File: src/rtl/therm_accum.sv
// Thermometer-code accumulator: counts each sorted beat, sums over a frame,
// and holds the saturating total with sat/bubble flags on a valid/ready output.
module therm_accum #(
   parameter int N     = 3,
   parameter int CNT_W = 8
) (
   input  logic             clk,
   input  logic             rst_n,
   input  logic             in_valid,
   output logic             in_ready,
   input  logic [N-1:0]     in_therm,
   input  logic             in_last,
   output logic             out_valid,
   input  logic             out_ready,
   output logic [CNT_W-1:0] out_count,
   output logic             out_sat,
   output logic             out_bubble
);

   typedef enum logic {ACCUM = 1'b0, HOLD = 1'b1} state_t;

   state_t             r_state;
   state_t             w_state_nxt;
   logic [CNT_W-1:0]   r_acc;
   logic               r_sat;
   logic               r_bub;
   logic [CNT_W-1:0]   r_out_count;
   logic               r_out_sat;
   logic               r_out_bub;

   logic               w_in_ready;
   logic               w_xfer;
   logic [CNT_W:0]     w_sum;
   logic [CNT_W-1:0]   w_clamped;
   logic               w_clip;
   logic               w_beat_bub;

   function automatic logic [CNT_W:0] popcnt(input logic [N-1:0] t);
      logic [CNT_W:0] c;
      c = '0;
      for (int i = 0; i < N; i++) begin
         c = c + (CNT_W+1)'(t[i]);
      end
      return c;
   endfunction

   // A one below a zero means the ones are not packed at the MSB end.
   function automatic logic has_bubble(input logic [N-1:0] t);
      logic b;
      b = 1'b0;
      for (int i = 0; i < N-1; i++) begin
         b = b | (t[i] & ~t[i+1]);
      end
      return b;
   endfunction

   function automatic logic [CNT_W-1:0] sat_clamp(input logic [CNT_W:0] s);
      return s[CNT_W] ? {CNT_W{1'b1}} : s[CNT_W-1:0];
   endfunction

   assign w_in_ready = (r_state == ACCUM) || out_ready;
   assign w_xfer     = in_valid && w_in_ready;
   assign w_sum      = {1'b0, r_acc} + popcnt(in_therm);
   assign w_clamped  = sat_clamp(w_sum);
   assign w_clip     = w_sum[CNT_W];
   assign w_beat_bub = has_bubble(in_therm);

   always_ff @(posedge clk or negedge rst_n) begin
      if (!rst_n) r_state <= ACCUM;
      else        r_state <= w_state_nxt;
   end

   always_comb begin
      w_state_nxt = r_state;
      case (r_state)
         ACCUM: if (w_xfer && in_last) w_state_nxt = HOLD;
         HOLD:  if (out_ready) w_state_nxt = (w_xfer && in_last) ? HOLD : ACCUM;
         default: w_state_nxt = ACCUM;
      endcase
   end

   always_ff @(posedge clk or negedge rst_n) begin
      if (!rst_n) begin
         r_acc       <= '0;
         r_sat       <= 1'b0;
         r_bub       <= 1'b0;
         r_out_count <= '0;
         r_out_sat   <= 1'b0;
         r_out_bub   <= 1'b0;
      end else if (w_xfer) begin
         if (in_last) begin
            r_out_count <= w_clamped;
            r_out_sat   <= r_sat | w_clip;
            r_out_bub   <= r_bub | w_beat_bub;
            r_acc       <= '0;
            r_sat       <= 1'b0;
            r_bub       <= 1'b0;
         end else begin
            r_acc <= w_clamped;
            r_sat <= r_sat | w_clip;
            r_bub <= r_bub | w_beat_bub;
         end
      end
   end

   assign in_ready   = w_in_ready;
   assign out_valid  = (r_state == HOLD);
   assign out_count  = r_out_count;
   assign out_sat    = r_out_sat;
   assign out_bubble = r_out_bub;

endmodule

File: config.mk
export PLATFORM = sky130hd
export DESIGN_NAME = therm_accum
export DESIGN_NICKNAME = d
export VERILOG_FILES = /design/src/rtl/therm_accum.sv
export SDC_FILE = /design/constraint.sdc
export NUM_CORES = 1
export LEC_CHECK = 0
export CAP_MARGIN = 25
export CORE_MARGIN = 3
export CORE_UTILIZATION = 43
export CTS_BUF_LIST = sky130_fd_sc_hd__clkbuf_4
export DETAILED_ROUTE_END_ITERATION = 16
export PLACE_DENSITY = 0.78
export SLEW_MARGIN = 20
export SYNTH_ARGS = -nofsm -noshare
export SYNTH_HDL_FRONTEND = slang
export SYNTH_SLANG_ARGS = --single-unit
export TNS_END_PERCENT = 50
File: constraint.sdc
create_clock -name clk -period 3.45 [get_ports clk]
set_input_delay 0.5175 -clock clk [delete_from_list [all_inputs] [get_ports clk]]
set_output_delay 0.5175 -clock clk [all_outputs]
set_load 0.01 [all_outputs]
==> results of run 1 <==
-- metrics by stage --
stage / cells / util / hold WS, ns
2_1_floorplan: 112 / - / 0.222
3_3_place_gp: 151 / 0.550 / 0.450
3_5_place_dp: 151 / 0.550 / 0.457
4_1_cts: 155 / 0.563 / 0.485
5_1_grt: 156 / 0.570 / 0.453
6_report: 156 / 0.570 / 0.447
-- worst min path at each step --
stage | to | slack (ns) | cells after the start
after detailed placement | out_bubble | 0.46 | 2
final | r_acc[3] | 0.45 | 1
after floorplan | out_bubble | 0.22 | 0
after CTS | out_bubble | 0.49 | 2
after global placement | out_bubble | 0.45 | 2
after global routing | out_count[1] | 0.45 | 1
-- report_power, final --
| part | internal (mW) | total [mW] | leakage, nW | switching, mW |
|---|---|---|---|---|
| logic | 0.0998 | 0.193 | 0.278 | 0.0927 |
| registers | 0.286 | 0.322 | 0.273 | 0.0360 |
| clock network | 0.0532 | 0.133 | 0.0184 | 0.0797 |
-- Yosys cell counts (2+ instances only) --
library cell   n
dfrtp_1       21
nor2_1        15
a21oi_1       13
nand2_1       11
buf_4          4
clkbuf_1       4
o31ai_1        4
a31oi_1        3
o21ai_0        3
and4_1         2
fa_1           2
ha_1           2
inv_1          2
nand2b_1       2
nand3_1        2
nand3_2        2
nor3_2         2
o21a_1         2
o22a_1         2
xnor2_1        2
-- area by class of cell --
class / instances / area, µm²
Fill cell: 215 / 997
Multi-Input combinational cell: 81 / 518
Inverter: 2 / 7.51
Timing Repair Buffer: 20 / 205
Tap cell: 28 / 35.0
Clock buffer: 4 / 30.0
Sequential cell: 21 / 526
-- state kept, by name (all words and copies together), names as in the netlist --
register	count
out_valid	1
r_sat	1
out_bubble	1
r_bub	1
r_acc	8
out_count	8
out_sat	1
-- cell families (layout without fill, tap and decap cells) --
logic type | after synthesis | in the layout | synth area share
buffers and inverters | 10 | 26 | 0.0479
AOI/OAI and AO/OA | 31 | 31 | 0.177
xor gates and xnor gates | 3 | 3 | 0.0240
DFF | 21 | 21 | 0.479
and+or+nand+nor | 42 | 42 | 0.203
adders and majority gates | 4 | 4 | 0.0594
muxes | 1 | 1 | 0.00913
-- per-layer routing --
layer	vias to the layer above	global-route usage	share of wire
met5	-	0	0
met4	0	0.0915	0.024
met3	6	0.0345	0.035
met2	15	0.239	0.49
met1	403	0.183	0.46
li1	425	-	-
-- worst max-delay path: cells and delay by family --
kind	cells	cell delay (ns)
and+or+nand+nor	2	0.51
buffers and inverters	1	0.52
adders and majority gates	3	1.15
AOI/OAI and AO/OA	1	0.25
==> reports/summary.txt, run 1 <==
Outcome - completed
Mapped Area - 0.00110 mm²
Syn_nets - 124
Layout Skew - 0.00543 ns
Max Fanout on Critical Path - 7
Asr flop ratio synth - 1.00
Antenna Violating Nets Remaining - 0
Clock buffer depth - 2
H-tree depth - 1
Max_cap viols - 0
First-pass GRT wire length - 3.69 mm
Worst r2r path cells - 6
Antenna Cells - 0
Crit path launch - in_therm[1]
Fmax - 368 MHz
Setup Fix Bufs, Post-CTS - 0
Layout area overhead - 20.5%
CORE AREA - 0.00232 mm²
Leakage - 0.570 nW
PnR Total Power - 0.647 mW
Critical path cell sequence - clkdlybuf4s50_1, fa_1, ha_1, fa_1, and4_1, and4b_1, o31ai_1
GRT overflow - 0
CTS root buf - clkbuf_4
DR iter-0 viols - 7
Routed via count - 849
Critical Path Max Stage Delay - 0.52 ns
Dpl ws - 0.386 ns
Drt wl/cell - 13.9 µm
Total CTS buffers - 3
Clk_lat worst skew - 0.32 ns
Crit. End Element - register
FF-to-FF End - out_count[6]
Final hold violations - 0
Post-CTS Hold Fix Bufs - 0
Top cell type's share of synthesized area - 0.479
Setup repair after global routing missed its margin - false
Largest net degree at the start of global routing - 22
Worst slew pin tran - 0.522 ns
Number of synthesized flops with an enable pin - 0
Initial Util - 0.473
Crit path DAT - 2.94 ns
CTS tree - built
Tmin final - 2.72 ns
Sequential area share after synthesis - 0.479
Period utilization - 0.788
# setup viols final - 0
Crit path kind - input port to register
Relative slew slack - 0.651
Crit path to - out_count[6]
Synth unique cells - 32
Peak VDD IR - 0.331 mV
Slew Limit Fails - 0
Vias/cell - 5.44
Most frequent cells in the layout - 21 x dfrtp_1, 19 x clkdlybuf4s50_1, 15 x nor2_1
Setup total negative slack - 0 ns
Worst Slack Setup Final - 0.731 ns
Routed WL - 2.17 mm
Final GP Congestion - 0.784
Count of input and output buffers - 19
Yosys top cell by area - dfrtp_1
DRC viols - 0
Reg2reg start - r_acc[0]
Crit-path most repeated cell - fa_1
CTS sink count - 21
Syn. warnings - 0
Final Instance Area - 0.00132 mm²
Hold Crit Class - input port to asynchronous set/reset pin
Most common cell after layout, fill and taps aside - dfrtp_1
Synthesized flop and latch total - 21
# rows - 17
CP Launch Type - input port
CTS clk-pin slew, worst paths - 0.12 ns
Post-DP HPWL - 1.63 mm
Mean Syn Cell Area - 9.79 µm²
Layout cells sized above 1 - 0.0781
Die H - 56.5 µm
Crit-path slowest cell - clkdlybuf4s50_1
Flop-to-flop setup slack - 1.03 ns
Vias in the first global route - 832
Synth top area cells - dfrtp_1 48%, a21oi_1 5.9%, nor2_1 5.1%
PostCTS Resize Cnt - 0
Top_reg_cell synth - dfrtp_1
CP required - 3.67 ns
Die Area - 0.00319 mm²
P per Cell Area - 490 mW/mm²
Chip width - 56.5 µm
Pre-antenna DRT Iters - 4
Antenna violations before repair - 0
Total Nets Final - 141
Placed Area - 0.00128 mm²
Synthesized instance count - 112
GRT Total Usage - 0.151
Io pins - 20
No activity file was read; power rests on OpenSTA's default activity.
==> inputs of run 2 (changes only) <==
--- a/config.mk
+++ b/config.mk
@@ -10,7 +10,7 @@
 export CORE_UTILIZATION = 43
 export CTS_BUF_LIST = sky130_fd_sc_hd__clkbuf_4
 export DETAILED_ROUTE_END_ITERATION = 16
-export PLACE_DENSITY = 0.78
+export PLACE_DENSITY = 0.8
 export SLEW_MARGIN = 20
 export SYNTH_ARGS = -nofsm -noshare
 export SYNTH_HDL_FRONTEND = slang
==> constraint.sdc (replaced) <==
create_clock -name clk -period 2.4 [get_ports clk]
set_input_delay 0.36 -clock clk [delete_from_list [all_inputs] [get_ports clk]]
set_output_delay 0.36 -clock clk [all_outputs]
set_load 0.01 [all_outputs]
==> reports/summary.txt, run 2 (synthesis gave the netlist of run 1 again) <==
Crit path kind - register to register
Worst r2r path cells - 7
Slew Limit Fails - 0
Vias in the first global route - 909
Relative slew slack - 0.741
CTS clk-pin slew, worst paths - 0.12 ns
Chip width - 56.5 µm
Period utilization - 0.971
FF-to-FF End - r_acc[5]
Reg2reg start - r_acc[0]
Crit. End Element - register
Most common cell after layout, fill and taps aside - dfrtp_1
FF+latch area - 526 µm²
Sw Ratio - 0.325
Multi-input gate area - 523 µm²
DR iter-0 viols - 18
Switch Pwr - 0.307 mW
Hold Crit Class - input port to asynchronous set/reset pin
CP Launch Type - register
Count of input and output buffers - 19
CTS tree - built
Tmin final - 2.33 ns
P per Cell Area - 675 mW/mm²
Initial Util - 0.473
# rows - 17
Total Nets Final - 152
Max Fanout on Critical Path - 5
Fmax - 429 MHz
Total CTS buffers - 3
Clk pwr share - 0.184
Routed WL - 2.41 mm
Final hold violations - 0
Drt wl/cell - 14.4 µm
# setup viols final - 0
Antenna Cells - 0
Die H - 56.5 µm
Antenna violations before repair - 0
Clk_lat worst skew - 0.31 ns
Io pins - 20
First-pass GRT wire length - 4.28 mm
Outcome - completed
GRT Total Usage - 0.169
Worst slew pin tran - 0.386 ns
Post-CTS Hold Fix Bufs - 0
Die Area - 0.00319 mm²
Logic pwr share - 0.322
Antenna Violating Nets Remaining - 0
Vias/cell - 5.38
Setup repair after global routing missed its margin - true
P_int - 0.636 mW
Crit path DAT - 2.57 ns
Final GP Congestion - 0.872
Layout Skew - 0.00390 ns
CP required - 2.64 ns
Layout cells sized above 1 - 0.165
H-tree depth - 1
Peak VDD IR - 0.369 mV
DRC viols - 0
CTS sink count - 21
CORE AREA - 0.00232 mm²
Filler cells - 206
Final Core Density - 0.602
Max_cap viols - 0
Leakage - 0.616 nW
GRT overflow - 0
PnR Total Power - 0.943 mW
Layout area overhead - 27.4%
Routed via count - 899
Most frequent cells in the layout - 21 x dfrtp_1, 17 x clkdlybuf4s50_1, 15 x nor2_1
Sequential share of power - 0.494
Clock buffer depth - 2
Largest net degree at the start of global routing - 22
Pre-antenna DRT Iters - 4
Flop-to-flop setup slack - 0.07 ns
Post-DP HPWL - 1.77 mm
CTS root buf - clkbuf_4
## run 2: changes by cell type in the layout (fill, tap and decap cells not counted)
cell             before  now
buf_4                 0   12
clkdlybuf4s50_1      19   17
dlygate4sd2_1         0    2
buf_8                 1    0
clkbuf_4              4    3
clkinv_2              0    1
fa_1                  2    1
fa_2                  0    1
ha_1                  2    1
ha_2                  0    1
## run 2: final cells by class
class | instances | area share
Sequential cell | 21 | 0.376
Multi-Input combinational cell | 81 | 0.375
Timing Repair Buffer | 31 | 0.199
Tap cell | 28 | 0.0251
Clock buffer | 3 | 0.0161
Inverter | 2 | 0.00538
Clock inverter | 1 | 0.00358
## run 2: per-stage QoR
stage               instances  hold WS (ns)  setup WS [ns]  TNS (ns)  cell area [µm²]
detailed placement        161         0.465         -0.429     -6.15             1350
global route              167         0.378        -0.0175   -0.0236             1400
floorplan                 112        0.0644          0.141         0             1100
CTS                       165         0.382         0.0562         0             1380
global placement          161         0.455         -0.385     -4.91             1350
finish                    167         0.378         0.0687         0             1400
## run 2: how the worst max path moves through the flow
stage	start	end	slack [ns]	cells after the start
2_1_floorplan	in_therm[0]	r_acc[6]	0.14	8
3_3_place_gp	in_therm[0]	r_acc[7]	-0.39	8
3_5_place_dp	in_therm[0]	r_acc[5]	-0.43	8
4_1_cts	r_acc[0]	r_acc[5]	0.06	7
5_1_grt	r_acc[0]	r_acc[5]	-0.02	7
6_report	r_acc[0]	r_acc[5]	0.07	7
## run 2: power by group through the flow
stage          combinational (mW)  clock (mW)  sequential [mW]
2_1_floorplan               0.168           0            0.465
3_3_place_gp                0.289           0            0.467
3_5_place_dp                0.297           0            0.472
4_1_cts                     0.300       0.182            0.465
5_1_grt                     0.336       0.201            0.476
6_report                    0.303       0.174            0.466
## run 2: per-layer routing
| layer | global-route usage | up-vias | routed length, µm |
|---|---|---|---|
| met1 | 0.213 | 419 | 1050 |
| met5 | 0 | - | 0 |
| met4 | 0.0407 | 0 | 19 |
| met2 | 0.292 | 28 | 1210 |
| li1 | - | 450 | - |
| met3 | 0.0345 | 2 | 133 |
## run 2: timing repair
item	in CTS	in global routing
endpoints found under the setup margin	9	3
gates resized for setup	4	0
hold endpoints to repair	0	0
buffers inserted	0	2
pin swaps	2	6
## run 2: critical path, cell delays in order (launching register included)
cell     delay (ns)
dfrtp_1        0.42
fa_1           0.53
ha_2           0.20
fa_2           0.26
nand3_2        0.12
or3_4          0.41
and4_1         0.21
nor3_2         0.10
==> inputs of run 3 (changes only) <==
--- a/config.mk
+++ b/config.mk
@@ -10,7 +10,7 @@
 export CORE_UTILIZATION = 43
 export CTS_BUF_LIST = sky130_fd_sc_hd__clkbuf_4
 export DETAILED_ROUTE_END_ITERATION = 16
-export PLACE_DENSITY = 0.8
+export PLACE_DENSITY = 0.78
 export SLEW_MARGIN = 20
 export SYNTH_ARGS = -nofsm -noshare
 export SYNTH_HDL_FRONTEND = slang
==> constraint.sdc (replaced) <==
create_clock -name clk -period 3 [get_ports clk]
set_input_delay 0.45 -clock clk [delete_from_list [all_inputs] [get_ports clk]]
set_output_delay 0.45 -clock clk [all_outputs]
set_load 0.01 [all_outputs]
==> reports/summary.txt, run 3 (synthesis gave the netlist of run 1 again) <==
Drt wl/cell - 14.9 µm
Routed via count - 902
Final GP Congestion - 0.785
Max_cap viols - 0
Switch Pwr - 0.243 mW
CTS root buf - clkbuf_4
Uppermost layer routed - met4
Crit. End Element - register
Max Fanout on Critical Path - 7
Vias in the first global route - 911
PnR Total Power - 0.748 mW
Layout cells sized above 1 - 0.0781
Vias/cell - 5.78
Leakage - 0.570 nW
Setup total negative slack - 0 ns
Dpl ws - -0.0250 ns
Worst slew pin tran - 0.532 ns
Setup repair after global routing missed its margin - false
Largest net degree at the start of global routing - 22
P_int - 0.505 mW
Antenna Violating Nets Remaining - 0
Relative slew slack - 0.645
Wl on met1 - 1.01 mm
Period utilization - 0.900
H-tree depth - 1
Post-Place Cells - 151
Final hold violations - 0
GRT Total Usage - 0.159
Fmax - 370 MHz
Antenna Cells - 0
# rows - 17
DRC viols - 0
Post-Layout Cell Count - 156
Initial Util - 0.473
Count of input and output buffers - 19
Hold Crit Class - input port to asynchronous set/reset pin
CORE AREA - 0.00232 mm²
Met3 wire len - 98 µm
Pre-antenna DRT Iters - 4
Most frequent cells in the layout - 21 x dfrtp_1, 19 x clkdlybuf4s50_1, 15 x nor2_1
Clock buffer depth - 2
Total CTS buffers - 3
DR iter-0 viols - 19
Total Nets Final - 141
CTS clk-pin slew, worst paths - 0.12 ns
Layout Skew - 0.00164 ns
Filler cells - 205
Chip width - 56.5 µm
Layout area overhead - 20.5%
Sw Ratio - 0.325
Antenna violations before repair - 0
Routed wire length on met2 - 1.16 mm
Post-DP HPWL - 1.71 mm
Routed WL - 2.32 mm
Worst Slack Setup Final - 0.301 ns
Io pins - 20
Die H - 56.5 µm
CP required - 3.22 ns
Logic pwr share - 0.304
Setup Fix Bufs, Post-CTS - 0
Clk_lat worst skew - 0.31 ns
Sequential share of power - 0.496
CTS tree - built
Slew Limit Fails - 0
Crit path kind - input port to register
Die Area - 0.00319 mm²
Crit path DAT - 2.91 ns
Clk pwr share - 0.201
Tmin final - 2.70 ns
CTS sink count - 21
Most common cell after layout, fill and taps aside - dfrtp_1
Post-CTS Hold Fix Bufs - 0
CP Launch Type - input port
GRT overflow - 0
PostCTS Resize Cnt - 0
First-pass GRT wire length - 4.04 mm
Peak VDD IR - 0.388 mV
Outcome - completed
P per Cell Area - 566 mW/mm²
# setup viols final - 0
==> run 3: cell count changes in the layout (fill, tap and decap cells not counted), sizes merged <==
| cell | delta |
|---|---|
| dlygate4sd2 | -2 |
| clkbuf | +1 |
| clkinv | -1 |
| clkdlybuf4s50 | +2 |
| buf | -11 |
==> run 3: final timing paths <==
path | cells past startpoint | startpoint | endpoint | slack, ns
worst max register to register | 6 | r_acc[0] | out_count[6] | 0.54
max in group asynchronous | 2 | rst_n | out_count[7] | 2.17
worst min-delay path | 1 | rst_n | out_count[1] | 0.41
worst min register to register | 2 | out_bubble | out_bubble | 0.48
worst max-delay path | 7 | in_therm[1] | out_count[6] | 0.30
min in group clk | 2 | out_bubble | out_bubble | 0.48
==> run 3: area by class of cell <==
cell class / instances / area, µm² / share of cell area
flip-flops and latches: 21 / 526 / 0.398
multi-input cells: 81 / 518 / 0.392
well taps: 28 / 35.0 / 0.0265
clock buffers: 4 / 30.0 / 0.0227
repair buffers: 20 / 205 / 0.155
inverters: 2 / 7.51 / 0.00568
==> run 3: power by group through the flow <==
stage          clock network, mW  registers (mW)  logic (mW)
6_report                   0.150           0.371       0.227
3_3_place_gp                   0           0.373       0.219
2_1_floorplan                  0           0.372       0.135
3_5_place_dp                   0           0.376       0.225
4_1_cts                    0.153           0.370       0.227
5_1_grt                    0.167           0.379       0.255
==> run 3: layer usage <==
| metal | up-vias | GRT usage |
|---|---|---|
| met5 | - | 0 |
| li1 | 433 | - |
| met1 | 436 | 0.199 |
| met4 | 0 | 0.0814 |
| met2 | 28 | 0.266 |
| met3 | 5 | 0.0230 |
==> run 3: critical path, stage by stage <==
cell	delay, ns
clkdlybuf4s50_1	0.52
fa_1	0.45
ha_1	0.23
fa_1	0.51
and4_1	0.31
and4b_1	0.21
o31ai_1	0.24
==> run 3: stage by stage <==
step	util	hold slack (ns)	cell area, µm²
after floorplan	-	0.154	1100
after global placement	0.550	0.449	1280
after detailed placement	0.550	0.456	1280
after CTS	0.563	0.484	1310
after global routing	0.570	0.418	1320
final	0.570	0.410	1320
